<file path="config.mk">
export PLATFORM = sky130hd
export DESIGN_NAME = i2c_bridge_seq
export DESIGN_NICKNAME = d
export VERILOG_FILES = /design/src/rtl/i2c_bridge_seq.sv
export SDC_FILE = /design/constraint.sdc
export NUM_CORES = 1
export LEC_CHECK = 0
export ABC_AREA = 1
export ABC_CLOCK_PERIOD_IN_PS = 2000
export CAP_MARGIN = 30
export CORE_UTILIZATION = 27
export DETAILED_ROUTE_END_ITERATION = 16
export PLACE_DENSITY = 0.46
export SLEW_MARGIN = 10
export SYNTH_ARGS = -nofsm -noshare
export SYNTH_HDL_FRONTEND = slang
export SYNTH_SLANG_ARGS = --single-unit
</file>
<file path="constraint.sdc">
create_clock -name clk -period 2 [get_ports clk]
set_input_delay 0.2 -clock clk [delete_from_list [all_inputs] [get_ports clk]]
set_output_delay 0.2 -clock clk [all_outputs]
set_load 0.02 [all_outputs]
</file>
<file path="src/rtl/i2c_bridge_seq.sv">
// Direction sequencer for the I2C bridge: follows START/address/data/ACK/STOP
// framing on the synchronized bus lines and decides which side owns SDA.
module i2c_bridge_seq #(
  parameter int unsigned SYNC_STAGES    = 2,
  parameter int unsigned TIMEOUT_CYCLES = 50000
) (
  input  logic       clk,
  input  logic       reset,
  input  logic       m_scl_in,
  input  logic       m_sda_in,
  input  logic       s_sda_in,
  output logic       sda_dir,
  output logic       busy,
  output logic       rw,
  output logic [3:0] bit_cnt,
  output logic       start_pulse,
  output logic       stop_pulse,
  output logic       nack_pulse,
  output logic       timeout_pulse
);

  typedef enum logic [2:0] {
    S_IDLE, S_ADDR, S_ADDR_ACK, S_WRITE, S_WRITE_ACK, S_READ, S_READ_ACK, S_WAIT_STOP
  } state_t;

  localparam logic [15:0] TO_LAST = 16'(TIMEOUT_CYCLES - 1);

  logic [SYNC_STAGES-1:0] scl_sync, msda_sync, ssda_sync;
  logic                   scl_d, msda_d;
  logic                   scl_s, msda_s, ssda_s;
  logic                   scl_rise, scl_fall, start_det, stop_det;

  state_t      state, state_n;
  logic [3:0]  bit_n;
  logic        rw_n, nack_q, nack_n, dir_n;
  logic        start_n, stop_n, nackp_n, to_n;
  logic [15:0] to_cnt, cnt_n;

  always_ff @(posedge clk or negedge reset) begin
    if (!reset) begin
      scl_sync  <= '1;
      msda_sync <= '1;
      ssda_sync <= '1;
      scl_d     <= 1'b1;
      msda_d    <= 1'b1;
    end else begin
      scl_sync  <= {scl_sync[SYNC_STAGES-2:0], m_scl_in};
      msda_sync <= {msda_sync[SYNC_STAGES-2:0], m_sda_in};
      ssda_sync <= {ssda_sync[SYNC_STAGES-2:0], s_sda_in};
      scl_d     <= scl_sync[SYNC_STAGES-1];
      msda_d    <= msda_sync[SYNC_STAGES-1];
    end
  end

  assign scl_s    = scl_sync[SYNC_STAGES-1];
  assign msda_s   = msda_sync[SYNC_STAGES-1];
  assign ssda_s   = ssda_sync[SYNC_STAGES-1];
  assign scl_rise = scl_s & ~scl_d;
  assign scl_fall = ~scl_s & scl_d;
  // Slave-driven SDA would alias as bus conditions, so only look while master owns SDA.
  assign start_det = ~sda_dir & scl_s & scl_d & msda_d & ~msda_s;
  assign stop_det  = ~sda_dir & scl_s & scl_d & ~msda_d & msda_s;

  always_ff @(posedge clk or negedge reset) begin
    if (!reset) begin
      state         <= S_IDLE;
      bit_cnt       <= '0;
      rw            <= 1'b0;
      nack_q        <= 1'b0;
      to_cnt        <= '0;
      sda_dir       <= 1'b0;
      busy          <= 1'b0;
      start_pulse   <= 1'b0;
      stop_pulse    <= 1'b0;
      nack_pulse    <= 1'b0;
      timeout_pulse <= 1'b0;
    end else begin
      state         <= state_n;
      bit_cnt       <= bit_n;
      rw            <= rw_n;
      nack_q        <= nack_n;
      to_cnt        <= cnt_n;
      sda_dir       <= dir_n;
      busy          <= (state_n != S_IDLE);
      start_pulse   <= start_n;
      stop_pulse    <= stop_n;
      nack_pulse    <= nackp_n;
      timeout_pulse <= to_n;
    end
  end

  always_comb begin
    state_n = state;
    bit_n   = bit_cnt;
    rw_n    = rw;
    nack_n  = nack_q;
    start_n = 1'b0;
    stop_n  = 1'b0;
    nackp_n = 1'b0;
    to_n    = 1'b0;
    cnt_n   = (state == S_IDLE || scl_s) ? '0 : to_cnt + 16'd1;

    if (start_det) begin
      state_n = S_ADDR;
      bit_n   = '0;
      start_n = 1'b1;
    end else if (stop_det) begin
      state_n = S_IDLE;
      bit_n   = '0;
      stop_n  = 1'b1;
    end else if (state != S_IDLE && !scl_s && to_cnt == TO_LAST) begin
      state_n = S_IDLE;
      bit_n   = '0;
      to_n    = 1'b1;
      cnt_n   = '0;
    end else begin
      case (state)
        S_ADDR, S_WRITE, S_READ: begin
          if (scl_rise && bit_cnt < 4'd8) begin
            bit_n = bit_cnt + 4'd1;
            if (state == S_ADDR && bit_cnt == 4'd7) rw_n = msda_s;
          end
          if (scl_fall && bit_cnt == 4'd8) begin
            bit_n = '0;
            case (state)
              S_ADDR:  state_n = S_ADDR_ACK;
              S_WRITE: state_n = S_WRITE_ACK;
              default: state_n = S_READ_ACK;
            endcase
          end
        end
        S_ADDR_ACK, S_WRITE_ACK, S_READ_ACK: begin
          // The acknowledge is sampled on the first rise of the slot and acted on at the fall.
          if (scl_rise && bit_cnt < 4'd8) begin
            bit_n = bit_cnt + 4'd1;
            if (bit_cnt == 4'd0) begin
              nack_n  = (state == S_READ_ACK) ? msda_s : ssda_s;
              nackp_n = nack_n;
            end
          end
          if (scl_fall && bit_cnt != 4'd0) begin
            bit_n = '0;
            if (nack_q)                   state_n = S_WAIT_STOP;
            else if (state == S_READ_ACK) state_n = S_READ;
            else if (state == S_WRITE_ACK) state_n = S_WRITE;
            else                          state_n = rw ? S_READ : S_WRITE;
          end
        end
        default: ;
      endcase
    end

    case (state_n)
      S_ADDR_ACK, S_WRITE_ACK, S_READ: dir_n = 1'b1;
      default:                         dir_n = 1'b0;
    endcase
  end

endmodule

</file>
* After elaboration in Yosys (flattened, before gate mapping)
Index checks and enable logic that the tools add are counted.
** Operators by class
- $add $sub $neg :: 2
- Order comparisons :: 1
- Equality and inequality tests :: 12
- Muxes and demuxes :: 36
- Bitwise logic cells :: 16
- Reduce and logical (&&, ||, !) cells :: 19
** Operators with widths (number)
- 2-to-1 mux 16 bit :: 4
- 2-to-1 mux 3 bit :: 9
- 2-to-1 mux 4 bit :: 6
- adder 16 x 1 -> 16 bit (second input constant) :: 1
- equality test 16 bit (second input constant) :: 1
- equality test 3 bit (second input constant) :: 5
- 2-to-1 mux 1 bit :: 14
- one-hot mux 3 bit (2 select lines) :: 2
- AND reduction 6 bit :: 2
- equality test 3 x 2 -> 1 bit (second input constant) :: 3
- OR reduction 3 bit :: 3
- AND 1 bit :: 8
- inverter 1 bit :: 8
- one-hot mux 4 bit (2 select lines) :: 1
- logical AND 1 bit :: 6
- nonzero test 3 bit :: 2
- nonzero test 5 bit :: 1
- adder 4 x 1 -> 4 bit (second input constant) :: 1
- equality test 4 x 3 -> 1 bit (second input constant) :: 1
- equality test 4 bit (second input constant) :: 1
- logical NOT 4 bit :: 1
- less-than comparator 4 bit (second input constant) :: 1
- nonzero test 4 bit :: 1
- equality test 3 x 1 -> 1 bit (second input constant) :: 1
- 3 further kinds :: 3
** Word-level totals
- Bits in registers :: 39
- Logic and storage cells :: 102

* Logic depth before layout (Yosys ltp)
Gate-level depths: netlist of the first run.
- Depth after elaboration :: 12
- Gate-level depth with buffers :: 11

* Worst setup path before layout of the first run
No wires, ideal clock.
- Kind :: reg2reg
- Start point :: register bit_cnt[0]
- End point :: register busy
- Setup time :: 0.128 ns
- Data arrival time :: 1.423 ns
- Data required time :: 1.872 ns
- Setup slack :: 0.449 ns
- Cell stages (with the launch flop) :: 11
- Buffers on the path :: 0
- Clock period less this slack :: 1.551 ns
- Path through :: dfrtp_1 inv_1 ha_1 nand3_1 nand2_1 nor2_1 nand3_1 nand2_1 o21ai_0 nand2_1 nand3_1
** On the way
- Longest elaborated chain between the ends :: 8
- Elaborated cells between the ends (all ways) :: 11
- Classes of those cells :: eq/ne: 1; mux: 6; reduce/logical: 4
** RTL lines
- start, declared :: RTL line 15 : output logic [3:0] bit_cnt,
- start signal, assigned :: RTL line 79 : bit_cnt <= bit_n;
- equality test 4 bit or nonzero test 4 bit (tied branches) :: RTL line 123, 141
- logical AND 1 bit, on equally long branches :: RTL line 123, 141
- 2-to-1 mux 3 bit, on equally long branches :: RTL line 123, 141
- one-hot mux 3 bit (2 select lines) (*) :: RTL line 117 : case (state)
- 2-to-1 mux 3 bit (*) :: RTL line 111 : end else if (state != S_IDLE && !scl_s && to_cnt == TO_LAST) begin
- 2-to-1 mux 3 bit (*) :: RTL line 107 : end else if (stop_det) begin
- 2-to-1 mux 3 bit (*) :: RTL line 103 : if (start_det) begin
- nonzero test 3 bit (*) :: RTL line 84 : busy <= (state_n != S_IDLE);
- end signal, assigned :: RTL line 84
- end, declared :: RTL line 13 : output logic busy,
Mark *: on every way between the ends. The rest lies on a longest branch, timed or not.
A chain may end at the register's enable or synchronous reset.

* Final worst setup path of the first run
- Start point :: register scl_sync[1]
- End point :: register bit_cnt[2]
** On the way
- Longest elaborated chain between the ends :: 8
- Elaborated cells between the ends (all ways) :: 23
- Classes of those cells :: mux: 7; bitwise: 9; reduce/logical: 7
** RTL lines
- start, declared :: RTL line 28 : logic [SYNC_STAGES-1:0] scl_sync, msda_sync, ssda_sync;
- start signal, assigned :: RTL line 47 : scl_sync <= {scl_sync[SYNC_STAGES-2:0], m_scl_in};
- AND 1 bit or inverter 1 bit (tied branches) :: RTL line 58, 59
- logical AND 1 bit or AND 1 bit (tied branches) :: RTL line 119, 134, 59
- 2-to-1 mux 4 bit, or another cell as far along
- 2-to-1 mux 4 bit, on equally long branches :: RTL line 141, 123
- one-hot mux 4 bit (2 select lines) :: RTL line 117
- 2-to-1 mux 4 bit :: RTL line 111
- 2-to-1 mux 4 bit :: RTL line 107
- 2-to-1 mux 4 bit :: RTL line 103
Parallel ways exist; a longest one is shown, timed or not.

==> results of run 1 <==
## stage by stage
stage	std cells	setup slack (ns)	instance area (um2)	utilization [%]	total power, W
4_1_cts	375	0.310	2410	33.2	0.00262
3_5_place_dp	366	0.326	2300	31.8	0.00203
6_report	375	0.298	2410	33.2	0.00259
3_3_place_gp	366	0.323	2300	31.8	0.00204
5_1_grt	375	0.143	2410	33.2	0.00283
2_1_floorplan	251	0.449	2030	-	0.00174
## metal layers
metal	vias to the layer above	part of all wire (%)
li1	838	-
met1	711	51
met2	27	44
met3	6	3.2
met4	0	1.7
met5	-	0
## placed cells by master, fill, tap and decap left out, types with 4 or more instances in the layout
cell type,synthesis,routed
inv_1,36,36
clkdlybuf4s50_1,0,14
nand3_2,5,5
nand3_1,23,23
dfrtp_1,31,31
nor3_1,4,4
nor2_1,46,46
dfstp_2,8,8
a21oi_1,7,7
nand2_1,48,48
o21ai_0,5,5
nand2_2,4,4
clkbuf_8,0,5
nand4_1,4,4
## worst max-delay path, delay by kind of cell, from the launching register on
kind	cells	cell delay, ns
compound gates	2	0.34
buf+inv	1	0.08
flops	1	0.60
simple gates	4	0.58
## flip-flops by register name, summed over array words and instances, names as in the netlist
register and count:
busy 1, msda_d 1, nack_q 1, to_cnt 16, scl_d 1, bit_cnt 4, timeout_pulse 1, stop_pulse 1
msda_sync 2, state 3, ssda_sync 2, nack_pulse 1, rw 1, start_pulse 1, scl_sync 2, sda_dir 1
## area by class of cell
type | instances | area, um2 | area share, %
Sequential cell | 39 | 986 | 41.0
Tap cell | 99 | 124 | 5.15
Inverter | 40 | 150 | 6.24
Clock buffer | 5 | 68.8 | 2.86
Multi-Input combinational cell | 172 | 892 | 37.1
Timing Repair Buffer | 17 | 163 | 6.76
Clock inverter | 3 | 23.8 | 0.988
## kinds of logic (layout without fill, tap and decap cells)
group                      Yosys count  count (layout)  share of synthesized area [%]
xor gates and xnor gates             4               4                           1.73
and+or+nand+nor                    145             145                           34.2
DFF                                 39              39                           48.6
buffers and inverters               40              65                           7.40
adders and majority gates            3               3                           1.85
AOI/OAI and AO/OA                   20              20                           6.17
## cells in the mapped netlist, types with 3 or more instances
cell	number
ha_1	3
nand3_1	23
nand3_2	5
inv_2	3
nor3_1	4
dfstp_2	8
nand2_1	48
nand2_2	4
xor2_1	3
nor2_1	46
nand4_1	4
a21oi_1	7
o21ai_0	5
o21bai_1	3
dfrtp_1	31
inv_1	36
## power groups by stage
stage               clock network (W)  logic [W]  registers [W]
detailed placement                  0   0.000984        0.00104
finish                       0.000570   0.000989        0.00103
global route                 0.000629    0.00115        0.00105
floorplan                           0   0.000670        0.00107
CTS                          0.000599   0.000992        0.00103
global placement                    0   0.000993        0.00105
## what timing repair did
item / CTS / global route
hold endpoints to repair: 17 / 0
hold buffers: 1 / 0
resized for setup: 0 / 0
endpoints found under the setup margin: 0 / 0
setup buffers: 0 / 0
## path summary, 6_finish.rpt
path | startpoint | to | slack, ns | cells past startpoint
max | scl_sync[1] | bit_cnt[2] | 0.30 | 7
min | m_scl_in | scl_sync[0] | 0.30 | 1
max reg2reg | scl_sync[1] | bit_cnt[2] | 0.30 | 7
min reg2reg | msda_sync[0] | msda_sync[1] | 0.36 | 0
max in group asynchronous | reset | ssda_sync[1] | 0.95 | 3
min in group asynchronous | reset | bit_cnt[0] | 0.36 | 2
==> results.cfg, run 1 <==
[run_status]
status = complete, no violations

[worst_setup_path]
cp_data_required_time_ns = 2.20
crit_slowest_cell = dfstp_2
end_kind = flip-flop
crit_arrival_ns = 1.90
critical_path_class = reg2reg
cp-start-kind = flip-flop
cp_slowest_stage_delay_ns = 0.60
path_max_fanout = 5
path_cells = inv_1 > nor3_2 > o21ai_1 > nand3_2 > nand2_1 > o21bai_1 > nor2_1

[clocking]
clkSinkCount = 39
cts_root_buffer = clkbuf_8
cts_buffers = 5
path_clk_slew_ns = 0.09
clockBufferDepth = 2
cts_tree = yes
h-tree-depth = 2
clk_latency_ns = 0.30

[detailed_routing]
antenna_left = 0
drt-wirelength-per-cell_um = 11.1
drt_iter0_markers = 73
wirelength_um = 4180
drt_pass1_iterations = 4
vias = 1582
drt-vias-per-instance = 4.22
drc_errors = 0

[floorplan]
die_area_um2 = 7860
ioPinCount = 16
core_area_um2 = 7250
floorplan.initialDensity_pct = 28.0
die_w_um = 88.7
row_count = 31
die_y_um = 88.7

[pwr]
power.switching_w = 0.00106
switching_share_pct = 41.1
ir_drop_uv = 434
leakage_nw = 1.13
p_int_w = 0.00152
seqPwrFrac_pct = 39.7
comb_power_share_pct = 38.2
p_per_area_nw_per_um2 = 1070
clock_power_share_pct = 22.1

[synthesis]
ys_seq_area_share_pct = 48.6
synth_top_area_share_pct = 38.2
ys_ff_latch = 39
synth_cell_types = 31
synth_edf_count = 0
ys.warnings.count = 0
ys.flop_type = dfrtp_1
ys_top_cells_by_area = dfrtp_1, dfstp_2, nand2_1
syn_inst = 251
synth-async-reset-ratio_pct = 100
synth_area_leader_cell = dfrtp_1
avgSynthCellArea_um2 = 8.08
syn_area_um2 = 2030
syn-num-nets = 259

[timing]
slew_violations = 0
max_freq_mhz = 588
finalClockSkew_ns = 0.0111
rsz0062_at_grt = false
worst_pin_slew_ns = 0.412
hold_ws_ns = 0.298
period_needed_ns = 1.70
tns_ns = 0
post-route-period-util_pct = 85.1
slew-limit-headroom_pct = 72.5
setup_violations = 0
finalHoldViolations = 0

[grt]
grt_use_met1_pct = 17.3
grt_pass1_vias = 1640
grt.overflow.total = 0
antenna_found_initial = 0
grt_pass1_wl_um = 7550
track_usage_pct = 12.8
grt_max_degree = 23
grtUsageMet2_pct = 20.0
use_met3_pct = 2.80
grt_busiest_layer = met2

[cells_and_area]
diodes = 0
drive_above_1_share_pct = 13.8
fillCellCount = 759
nets = 283
syn2layout_area_growth_pct = 18.7

[min_path]
min_path_type = in2reg

[placed_design]
dp_hpwl_um = 3110
io_buffers = 15
gp_congestion = 0.840

[flow_run]
drv_cap = 0
Power figures use the tool's default switching activity.
==> inputs of run 2 (changes only) <==
--- a/config.mk
+++ b/config.mk
@@ -8,6 +8,7 @@
 export ABC_AREA = 1
 export ABC_CLOCK_PERIOD_IN_PS = 2000
 export CAP_MARGIN = 30
+export CORE_ASPECT_RATIO = 1.4
 export CORE_UTILIZATION = 27
 export DETAILED_ROUTE_END_ITERATION = 16
 export PLACE_DENSITY = 0.46
==> run 2 against run 1 <==
Effect of this change:
- register-to-register slack improved by 0.04 ns
- worst setup slack improved by 0.037 ns
- clock power increased by 21%
- first-iteration DRC count decreased by 27%
- sequential share of layout area decreased by 0.38 points
- final area increased by 0.94%
- critical path depth unchanged
- clock skew decreased by 0.0039 ns
- combinational power increased by 0.8%
- maximum frequency increased by 2.2%
- worst hold slack improved by 0.013 ns
- final cell count decreased by 0.53%
==> results.cfg, run 2 (same netlist as run 1, synthesis figures left out) <==
[run_status]
status = complete, no violations

[worst_setup_path]
r2r_slack_ns = 0.33
cp-start-kind = flip-flop
worstRegToRegCells = 7
path_cells = inv_1 > nor3_2 > o21ai_1 > nand3_2 > nand2_1 > o21bai_1 > nor2_1
r2r_end = bit_cnt[2]
crit_arrival_ns = 1.85
crit_start = scl_sync[1]
crit_family = flip-flops
path_max_fanout = 5
cp_data_required_time_ns = 2.18
crit_slowest_cell = dfstp_2
cp_slowest_stage_delay_ns = 0.61
crit_buf_inv = 1
end_kind = flip-flop
r2r_start = scl_sync[1]
critical_path_class = reg2reg

[pwr]
clock_power_share_pct = 25.4
ir_drop_uv = 432
p_per_area_nw_per_um2 = 1120
power.switching_w = 0.00104
p_int_w = 0.00168
leakage_nw = 1.15
comb_power_share_pct = 36.7
switching_share_pct = 38.2
seqPwrFrac_pct = 37.9

[timing]
setup_violations = 0
slew_violations = 0
finalHoldViolations = 0
post-route-period-util_pct = 83.3
rsz0062_at_grt = false
tns_ns = 0
max_freq_mhz = 601
finalClockSkew_ns = 0.00718
worst_pin_slew_ns = 0.515
period_needed_ns = 1.67
slew-limit-headroom_pct = 65.6

[detailed_routing]
drt-wirelength-per-cell_um = 11.7
drt-vias-per-instance = 4.47
antenna_left = 0
vias = 1666
drt_pass1_iterations = 4
wirelength_um = 4350
drc_errors = 0
drt_iter0_markers = 53

[grt]
grt.overflow.total = 0
grt_max_degree = 40
grt_pass1_wl_um = 7590
grt_pass1_vias = 1666
antenna_found_initial = 0
track_usage_pct = 12.7

[cells_and_area]
postLayoutCoreUtil_pct = 33.2
instances_no_fill = 373
nets = 283
multi_input_area_um2 = 892
final_common_cell = nand2_1
reg_top3 = to_cnt x16, bit_cnt x4, state x3
diodes = 0
fillCellCount = 824
syn2layout_area_growth_pct = 19.8
final_cell_mix = nand2_1, nor2_1, inv_1, dfrtp_1, nand3_1
top_register = to_cnt
seqCellArea_um2 = 986
drive_above_1_share_pct = 13.8
largest_reg_flops = 16

[clocking]
cts_buffers = 5
clkSinkCount = 39
cts_root_buffer = clkbuf_8
cts_tree = yes
h-tree-depth = 2
post_cts_buffers = 0
clockBufferDepth = 2
path_clk_slew_ns = 0.08
clk_latency_ns = 0.29

[min_path]
min-delay-start = m_sda_in
holdPathEnd = msda_sync[0]
min_path_type = in2reg
holdPathStages = 1

[placed_design]
gp_congestion = 0.811
io_buffers = 15
dp_cells = 364
dp_hpwl_um = 3330

[floorplan]
floorplan.initialDensity_pct = 27.7
die_w_um = 75.3
row_count = 37
die_y_um = 105
die_area_um2 = 7870
core_area_um2 = 7310
ioPinCount = 16

[flow_run]
drv_cap = 0
## run 2: changes by cell type in the layout (fill, tap and decap cells not counted), sizes merged
cell	previous run	this run
bufinv	0	1
inv	40	39
clkbuf	5	6
clkinv	1	2
clkinvlp	2	0
## run 2: metrics by stage
stage	worst slack, ns	power [W]	area, um2	hold WS, ns
floorplan	0.449	0.00174	2030	-0.0956
global placement	0.299	0.00206	2300	0.299
detailed placement	0.311	0.00206	2300	0.299
CTS	0.294	0.00276	2430	0.302
global route	0.184	0.00293	2430	0.308
finish	0.335	0.00272	2430	0.311
## run 2: area by class of cell
| cell class | count | share of cell area [%] |
|---|---|---|
| Clock inverter | 2 | 1.44 |
| Clock buffer | 6 | 3.40 |
| Timing Repair Buffer | 17 | 6.69 |
| Inverter | 40 | 6.18 |
| Sequential cell | 39 | 40.6 |
| Multi-Input combinational cell | 172 | 36.7 |
| Tap cell | 97 | 4.99 |
## run 2: power groups by stage
stage,clock network [W],logic (W),registers [W]
final,0.000690,0.000997,0.00103
after global routing,0.000751,0.00113,0.00105
after CTS,0.000718,0.00101,0.00103
after detailed placement,0,0.00101,0.00105
after global placement,0,0.00101,0.00105
after floorplan,0,0.000670,0.00107
## run 2: per-layer routing
metal  up-vias  track usage [%]  part of all wire, %
li1        839                -                    -
met1       795             14.4                   41
met2        27             23.1                   55
met3         5             2.60                  2.8
met4         0             3.97                  1.4
met5         -                0                    0
## run 2: what timing repair did
item	CTS	global route
hold endpoints to repair	31	0
gates resized for setup	0	0
hold buffers	1	0
## run 2: worst max-delay path by stage
stage | to | slack [ns] | cells past startpoint
2_1_floorplan | busy | 0.45 | 10
3_3_place_gp | bit_cnt[1] | 0.30 | 7
3_5_place_dp | bit_cnt[2] | 0.31 | 7
4_1_cts | bit_cnt[2] | 0.29 | 7
5_1_grt | bit_cnt[1] | 0.18 | 7
6_report | bit_cnt[2] | 0.33 | 7
==> inputs of run 3 (changes only) <==
--- a/config.mk
+++ b/config.mk
@@ -6,12 +6,12 @@
 export NUM_CORES = 1
 export LEC_CHECK = 0
 export ABC_AREA = 1
-export ABC_CLOCK_PERIOD_IN_PS = 2000
+export ABC_CLOCK_PERIOD_IN_PS = 1400
 export CAP_MARGIN = 30
 export CORE_ASPECT_RATIO = 1.4
 export CORE_UTILIZATION = 27
 export DETAILED_ROUTE_END_ITERATION = 16
-export PLACE_DENSITY = 0.46
+export PLACE_DENSITY = 0.48
 export SLEW_MARGIN = 10
 export SYNTH_ARGS = -nofsm -noshare
 export SYNTH_HDL_FRONTEND = slang
==> constraint.sdc (replaced) <==
create_clock -name clk -period 1.4 [get_ports clk]
set_input_delay 0.14 -clock clk [delete_from_list [all_inputs] [get_ports clk]]
set_output_delay 0.14 -clock clk [all_outputs]
set_load 0.02 [all_outputs]
==> run 3 against run 2 <==
Effect of this change:
- the run now ends with setup timing left
- worst setup slack worse by 0.45 ns
- combinational power increased by 140%
- clock power rose by 23%
- non-clock buffer count increased by 51
- sequential power is 41% higher
- die area unchanged
- register-to-register slack worse by 0.45 ns
- clock skew fell by 0.0036 ns
- critical endpoint unchanged
- largest cell class is now multi-input combinational cells
==> results.cfg, run 3 (same netlist as run 1, synthesis figures left out) <==
[min_path]
min_path_type = in2reg

[cells_and_area]
top_register = to_cnt
final_cell_mix = buf_4, nand2_1, dfrtp_1, inv_1, nor2_1
fillCellCount = 767
final_common_cell = buf_4
syn2layout_area_growth_pct = 56.4
nets = 334
fin_area_um2 = 3170
reg_top3 = to_cnt x16, bit_cnt x4, state x3
largest_reg_flops = 16
diodes = 0
drive_above_1_share_pct = 46.2

[timing]
slew-limit-headroom_pct = 74.1
finalHoldViolations = 0
slew_violations = 0
finalClockSkew_ns = 0.00356
post-route-period-util_pct = 108
setup_ws_ns = -0.118
period_needed_ns = 1.52
max_freq_mhz = 659
rsz0062_at_grt = true
setup_violations = 15
worst_pin_slew_ns = 0.385

[worst_setup_path]
cp-endpoint = bit_cnt[2]
crit_arrival_ns = 1.70
r2r_slack_ns = -0.12
cp_slowest_stage_delay_ns = 0.56
cp_data_required_time_ns = 1.59
crit_start = scl_d
end_kind = flip-flop
crit_slowest_cell = dfstp_2
r2r_end = bit_cnt[2]
r2r_start = scl_d
path_cells = inv_4 > nor3_4 > o21ai_4 > nand3_4 > nand2_4 > o21bai_1 > nor2_1
cp-start-kind = flip-flop
worstRegToRegCells = 7
critical_path_class = reg2reg
path_max_fanout = 5

[floorplan]
core_area_um2 = 7310
floorplan.initialDensity_pct = 27.7
row_count = 37
die_y_um = 105
die_w_um = 75.3
ioPinCount = 16
die_area_um2 = 7870

[clocking]
path_clk_slew_ns = 0.08
cts_buffers = 5
clkSinkCount = 39
clk_latency_ns = 0.29
h-tree-depth = 2
cts_root_buffer = clkbuf_8
clockBufferDepth = 2
cts_tree = yes

[detailed_routing]
drt-vias-per-instance = 4.46
drc_errors = 0
drt_pass1_iterations = 4
wirelength_um = 5070
antenna_left = 0
drt-wirelength-per-cell_um = 12.0
vias = 1893
drt_iter0_markers = 52

[grt]
grt_busiest_layer = met2
grt_pass1_vias = 1968
grt_max_degree = 40
grt.overflow.total = 0
grtUsageMet2_pct = 27.3
grt_use_met1_pct = 16.5
antenna_found_initial = 0
use_met3_pct = 2.31
track_usage_pct = 14.7
grt_pass1_wl_um = 8840

[run_status]
status = finished, violations left
violations = setup timing

[flow_run]
drv_cap = 0

[pwr]
ir_drop_uv = 535
leakage_nw = 1.50
p_per_area_nw_per_um2 = 1470

[placed_design]
place_ws_ns = -0.183
dp_hpwl_um = 3650
io_buffers = 15
gp_congestion = 0.873
place_area_um2 = 2720
==> run 3: what timing repair did <==
item / in CTS / in global routing
gates cloned: 0 / 0
buffers inserted: 4 / 5
hold endpoints to repair: 31 / 0
setup endpoints to repair: 26 / 28
gates resized for setup: 45 / 43
pin swaps: 18 / 24
hold buffers: 1 / 0
==> run 3: report_power, final <==
part | total, W | leakage, nW | switching, W | internal [W]
Sequential | 0.00145 | 0.495 | 0.000143 | 0.00131
Combinational | 0.00235 | 0.951 | 0.00131 | 0.00104
Clock | 0.000851 | 0.0515 | 0.000401 | 0.000450
==> run 3: worst min path at each step <==
stage | from | to | slack (ns) | depth (start not counted)
5_1_grt | s_sda_in | ssda_sync[0] | 0.24 | 1
2_1_floorplan | reset | bit_cnt[0] | -0.16 | 0
3_5_place_dp | reset | state[2] | 0.14 | 2
4_1_cts | s_sda_in | ssda_sync[0] | 0.24 | 1
3_3_place_gp | reset | nack_pulse | 0.13 | 2
6_report | m_sda_in | msda_sync[0] | 0.25 | 1
==> run 3: critical path: cells and delay by family, from the launching register on <==
family                 cells  cell delay [ns]
AO/OA/AOI/OAI              2             0.26
buffers and inverters      1             0.05
flip-flops                 1             0.56
AND/OR/NAND/NOR            4             0.53
==> run 3: through the flow <==
step	utilization, %	setup TNS, ns	hold WS [ns]	std cells	power (W)
after floorplan	-	-0.0194	-0.156	251	0.00261
after global placement	37.2	-1.11	0.132	407	0.00345
after detailed placement	37.2	-1.46	0.135	407	0.00347
after CTS	41.1	-0.940	0.237	420	0.00449
after global routing	43.4	-2.82	0.242	424	0.00503
final	43.4	-0.751	0.247	424	0.00466
==> run 3: area by class of cell <==
cell class	count	area, um2	area share [%]
Timing Repair Buffer	68	606	19.1
Inverter	40	153	4.81
Sequential cell	39	988	31.2
Multi-Input combinational cell	172	1200	37.9
Tap cell	97	121	3.83
Clock buffer	8	100	3.16
==> run 3: metal layers <==
metal | routed length (um) | vias up
met5 | 0 | -
met4 | 72 | 0
met3 | 80 | 6
met2 | 2850 | 16
met1 | 2070 | 928
li1 | - | 943
==> RTL edit 1 (flow settings as in run 2) <==
Set the parameter `SYNC_STAGES` to 4 (it was 2).
--- a/src/rtl/i2c_bridge_seq.sv
+++ b/src/rtl/i2c_bridge_seq.sv
@@ -1,7 +1,7 @@
 // Direction sequencer for the I2C bridge: follows START/address/data/ACK/STOP
 // framing on the synchronized bus lines and decides which side owns SDA.
 module i2c_bridge_seq #(
-  parameter int unsigned SYNC_STAGES    = 2,
+  parameter int unsigned SYNC_STAGES    = 4,
   parameter int unsigned TIMEOUT_CYCLES = 50000
 ) (
   input  logic       clk,
Check against the original RTL: not equivalent (a bounded check fails within 4 cycles, from zero or initial values and one cycle with reset low).
==> RTL edit 1 against run 2 <==
- clock power down 0.7%
- sequential cell count up 6
- wire length down 2.7%
- total power up 3.5%
- via count down 7.0%
- sequential power up 15%
- critical path type unchanged
- setup slack worse by 0.025 ns
- largest cell class unchanged
- die area up 4.6%
- cell area up 4.0%
- first-iteration DRC count up 57%
- area after synthesis up 4.7%
==> RTL edit 1: results (changes against run 2) <==
stage,metric,value,unit,change
synthesis,xor/xnor share of the synthesized area,2.47,%,+0.75 points
detailed_routing,sum of routed wire segments on met1,1770,microns,-1.2%
placed_design,Post-Place Setup Slack,0.332,ns,+0.0215 ns
setup_path,data arrival time of the critical path,1.89,ns,+0.04 ns
setup_path,reg-to-reg startpoint,bit_cnt[0],,
global_route,fraction of met2 tracks used by global routing,21.6,%,-1.5 points
detailed_routing,met3 wire len,98,microns,-21%
power_and_ir_drop,power in sequential cells,1.18,mW,+15%
power_and_ir_drop,Comb. pwr,0.943,mW,-5.4%
synthesis,Synth Area in Compound Gates,6.25,%,+0.077 points
synthesis,Mapped Nets,243,,-6.2%
placed_design,post-DP HPWL,3230,microns,-2.9%
detailed_routing,vias per cell,4.33,,-3.1%
detailed_routing,Iter 0 DRT Violations,83,,+57%
sta,transition at the pin with the smallest max-transition slack,0.522,ns,+0.00657 ns
power_and_ir_drop,Comb pwr share,33.6,%,-3.1 points
sta,final-layout worst hold slack,0.308,ns,-0.00241 ns
global_route,met3 track demand over resource in global routing,2.04,%,-0.56 points
synthesis,Synth top cells by count,"39 x sky130_fd_sc_hd__nor2_1, 36 x sky130_fd_sc_hd__nand2_1, 33 x sky130_fd_sc_hd__inv_1",,
setup_path,Worst Reg-to-Reg Cells,11,,+4
final_layout,count of filler cells inserted in the layout,793,,-3.8%
run_status,outcome,completed,,
global_route,global-route wire length before repair,7530,microns,-0.83%
sta,crit path time final,1.69,ns,+0.0254 ns
placed_design,placed instance count,349,,-4.1%
worst_hold_path,Hold Path End,scl_sync[0],,
power_and_ir_drop,switching part of the total power,36.9,%,-1.3 points
global_route,via count of the first global-routing pass,1608,,-3.5%
synthesis,fraction of the yosys area taken by sequential cells,53.9,%,+5.2 points
synthesis,cell types with the largest area share after synthesis,"sky130_fd_sc_hd__dfrtp_1 37%, sky130_fd_sc_hd__dfstp_2 17%, sky130_fd_sc_hd__nor2_1 6.9%",,
-- RTL edit 1: changes by cell type in the layout (fill, tap and decap cells not counted), moves of 3 or more --
cell,before,now
sky130_fd_sc_hd__dfstp_2,8,14
sky130_fd_sc_hd__nor2_1,46,39
sky130_fd_sc_hd__a21oi_1,7,4
sky130_fd_sc_hd__nand2_1,48,36
sky130_fd_sc_hd__inv_1,36,33
sky130_fd_sc_hd__nand3_1,23,16
sky130_fd_sc_hd__nor3_1,4,7
-- RTL edit 1: final cells by class --
| class | instances | area share (%) |
|---|---|---|
| timing repair buffer | 18 | 6.74 |
| sequential | 45 | 45.3 |
| inverter | 35 | 5.20 |
| tap | 97 | 4.80 |
| multi-input combinational | 155 | 33.6 |
| clock inverter | 2 | 1.54 |
| clock buffer | 6 | 2.87 |
-- RTL edit 1: repair_timing --
item                                   CTS  global route
endpoints found under the hold margin   20             0
gates resized for setup                  0             0
hold buffers                             1             0
==> RTL edit 2 (settings of run 2) <==
Without the edit above. Compare `bit_cnt` against `4'd8` with >= in place of ==.
--- a/src/rtl/i2c_bridge_seq.sv
+++ b/src/rtl/i2c_bridge_seq.sv
@@ -120,7 +120,7 @@
             bit_n = bit_cnt + 4'd1;
             if (state == S_ADDR && bit_cnt == 4'd7) rw_n = msda_s;
           end
-          if (scl_fall && bit_cnt == 4'd8) begin
+          if (scl_fall && bit_cnt >= 4'd8) begin
             bit_n = '0;
             case (state)
               S_ADDR:  state_n = S_ADDR_ACK;
Behaviour: same outputs for any inputs over 10 cycles, from zero or initial values and one cycle with reset low; that may be too few to reach the edited logic, so the function may still have changed.
==> RTL edit 2 against run 2 <==
- clock skew about the same
- setup slack got worse by 0.097 ns
- cell area is 2.8% higher
- largest power group is now combinational cells
- sequential cell count unchanged
- area after synthesis grew 2.4%
- sequential share of layout area down 1.1 points
- total power grew 8.5%
- critical endpoint is now busy
- final cell count up 2.4%
- wire length is 14% higher
==> RTL edit 2: results (changes against run 2) <==
stage,metric,value,unit,change
synthesis,adder-cell share of the synthesized area,1.81,%,-0.043 points
setup_path,reg-to-reg startpoint,bit_cnt[0],,
sta,clock skew,0.00731,ns,+0.000137 ns
placed_design,"Cell Area, Placed",2370,sq um,+2.8%
synthesis,Mapped Nets,266,,+2.7%
final_layout,Antenna Diode Count,0,,unchanged
setup_path,internal reg-to-reg setup slack,0.24,ns,-0.10 ns
detailed_routing,drt first pass iters,4,,unchanged
setup_path,Worst Reg-to-Reg Cells,10,,+3
setup_path,data arrival time of the critical path,1.95,ns,+0.10 ns
setup_path,"Largest stage delay, worst path",0.45,ns,-0.16 ns
setup_path,biggest fanout along the worst timing path,5,,unchanged
run_status,outcome,completed,,
synthesis,count of unique library cells instantiated by Yosys,27,,-13%
power_and_ir_drop,leak pwr,1.17,nW,+1.6%
final_layout,nets@finish,292,,+3.2%
setup_path,master of the slowest instance on the critical path,sky130_fd_sc_hd__dfrtp_1,,
synthesis,Synth Area in Compound Gates,6.14,%,-0.024 points
detailed_routing,post-DR wirelength/cell,12.9,microns,+11%
synthesis,Synth top cells by count,"51 x sky130_fd_sc_hd__nand2_1, 39 x sky130_fd_sc_hd__nor2_1, 35 x sky130_fd_sc_hd__inv_1",,
power_and_ir_drop,Worst VDD drop,0.000531,V,+23%
synthesis,fraction of the yosys area taken by sequential cells,47.5,%,-1.1 points
synthesis,cell types with the largest area share after synthesis,"sky130_fd_sc_hd__dfrtp_1 37%, sky130_fd_sc_hd__dfstp_2 10%, sky130_fd_sc_hd__nand2_1 9.2%",,
detailed_routing,via count,1716,,+3.0%
final_layout,fraction of layout cells with a size suffix above 1,14.0,%,+0.27 points
detailed_routing,Iter 0 DRT Violations,73,,+38%
global_route,global-route wire length before repair,8560,microns,+13%
sta,transition at the pin with the smallest max-transition slack,0.494,ns,-0.0216 ns
clock_tree,Post-CTS Setup Inserts,0,,unchanged
placed_design,routability congestion estimate,0.847,,+4.5%
setup_path,endpoint of the most critical setup path,busy,,
placed_design,post-DP HPWL,3860,microns,+16%
synthesis,xor/xnor share of the synthesized area,1.69,%,-0.041 points
global_route,global-route total usage across every layer,13.7,%,+0.93 points
## RTL edit 2: cell count changes after synthesis, moves of 5 or more
| cell | run 2 | this run |
|---|---|---|
| sky130_fd_sc_hd__nor3_1 | 4 | 9 |
| sky130_fd_sc_hd__nand3_1 | 23 | 31 |
| sky130_fd_sc_hd__nor2_1 | 46 | 39 |
| sky130_fd_sc_hd__nand3_2 | 5 | 0 |
## RTL edit 2: routing by layer
layer  vias to the layer above  track usage (%)  part of all wire, %
met5                         -                0                    0
met4                         0             5.08                  1.7
met3                         8             2.42                  2.5
met2                        29             24.5                   53
met1                       800             16.1                   43
li1                        879                -                    -
## RTL edit 2: worst max-delay path, delay by kind of cell (launching register included)
kind	cells	cell delay (ns)
simple gates	5	0.53
flops	1	0.45
buf+inv	2	0.15
compound gates	2	0.30
fa+ha+maj	1	0.22
## RTL edit 2: what timing repair did
item | CTS | global route
hold buffers | 1 | 0
setup endpoints to repair | 0 | 1
hold endpoints to repair | 31 | 0
resized for setup | 0 | 1
## RTL edit 2: cells by family (layout without fill, tap and decap cells)
family | count (synthesis) | count (layout)
DFF | 39 | 39
buffers and inverters | 40 | 67
AOI/OAI and AO/OA | 22 | 22
and+or+nand+nor | 150 | 150
xor gates and xnor gates | 4 | 4
adders and majority gates | 3 | 3
## RTL edit 2: worst min path at each step
stage | start | end | slack (ns) | cells past startpoint
floorplan | reset | bit_cnt[0] | -0.1 | 0
global placement | reset | to_cnt[9] | 0.30 | 2
detailed placement | reset | to_cnt[9] | 0.29 | 2
CTS | m_scl_in | scl_sync[0] | 0.29 | 1
global route | m_scl_in | scl_sync[0] | 0.28 | 1
finish | m_scl_in | scl_sync[0] | 0.30 | 1
## RTL edit 2: final cells by class
cell class	count	area [sq um]
well taps	97	121
flip-flops and latches	39	986
repair buffers	19	178
clock buffers	5	68.8
multi-input cells	179	948
clock inverters	3	46.3
inverters	40	150
fillers	816	4910
## RTL edit 2: power breakdown
part           switching [mW]  internal, mW  leakage [nW]
registers               0.167         0.923         0.495
logic                   0.737         0.435         0.616
clock network           0.311         0.376        0.0548
## RTL edit 2: through the flow
stage	setup slack, ns	total power [mW]	std cells
floorplan	0.356	1.89	258
global placement	0.211	2.28	373
detailed placement	0.221	2.26	373
CTS	0.199	2.97	382
global route	0.0254	3.18	382
finish	0.238	2.95	382
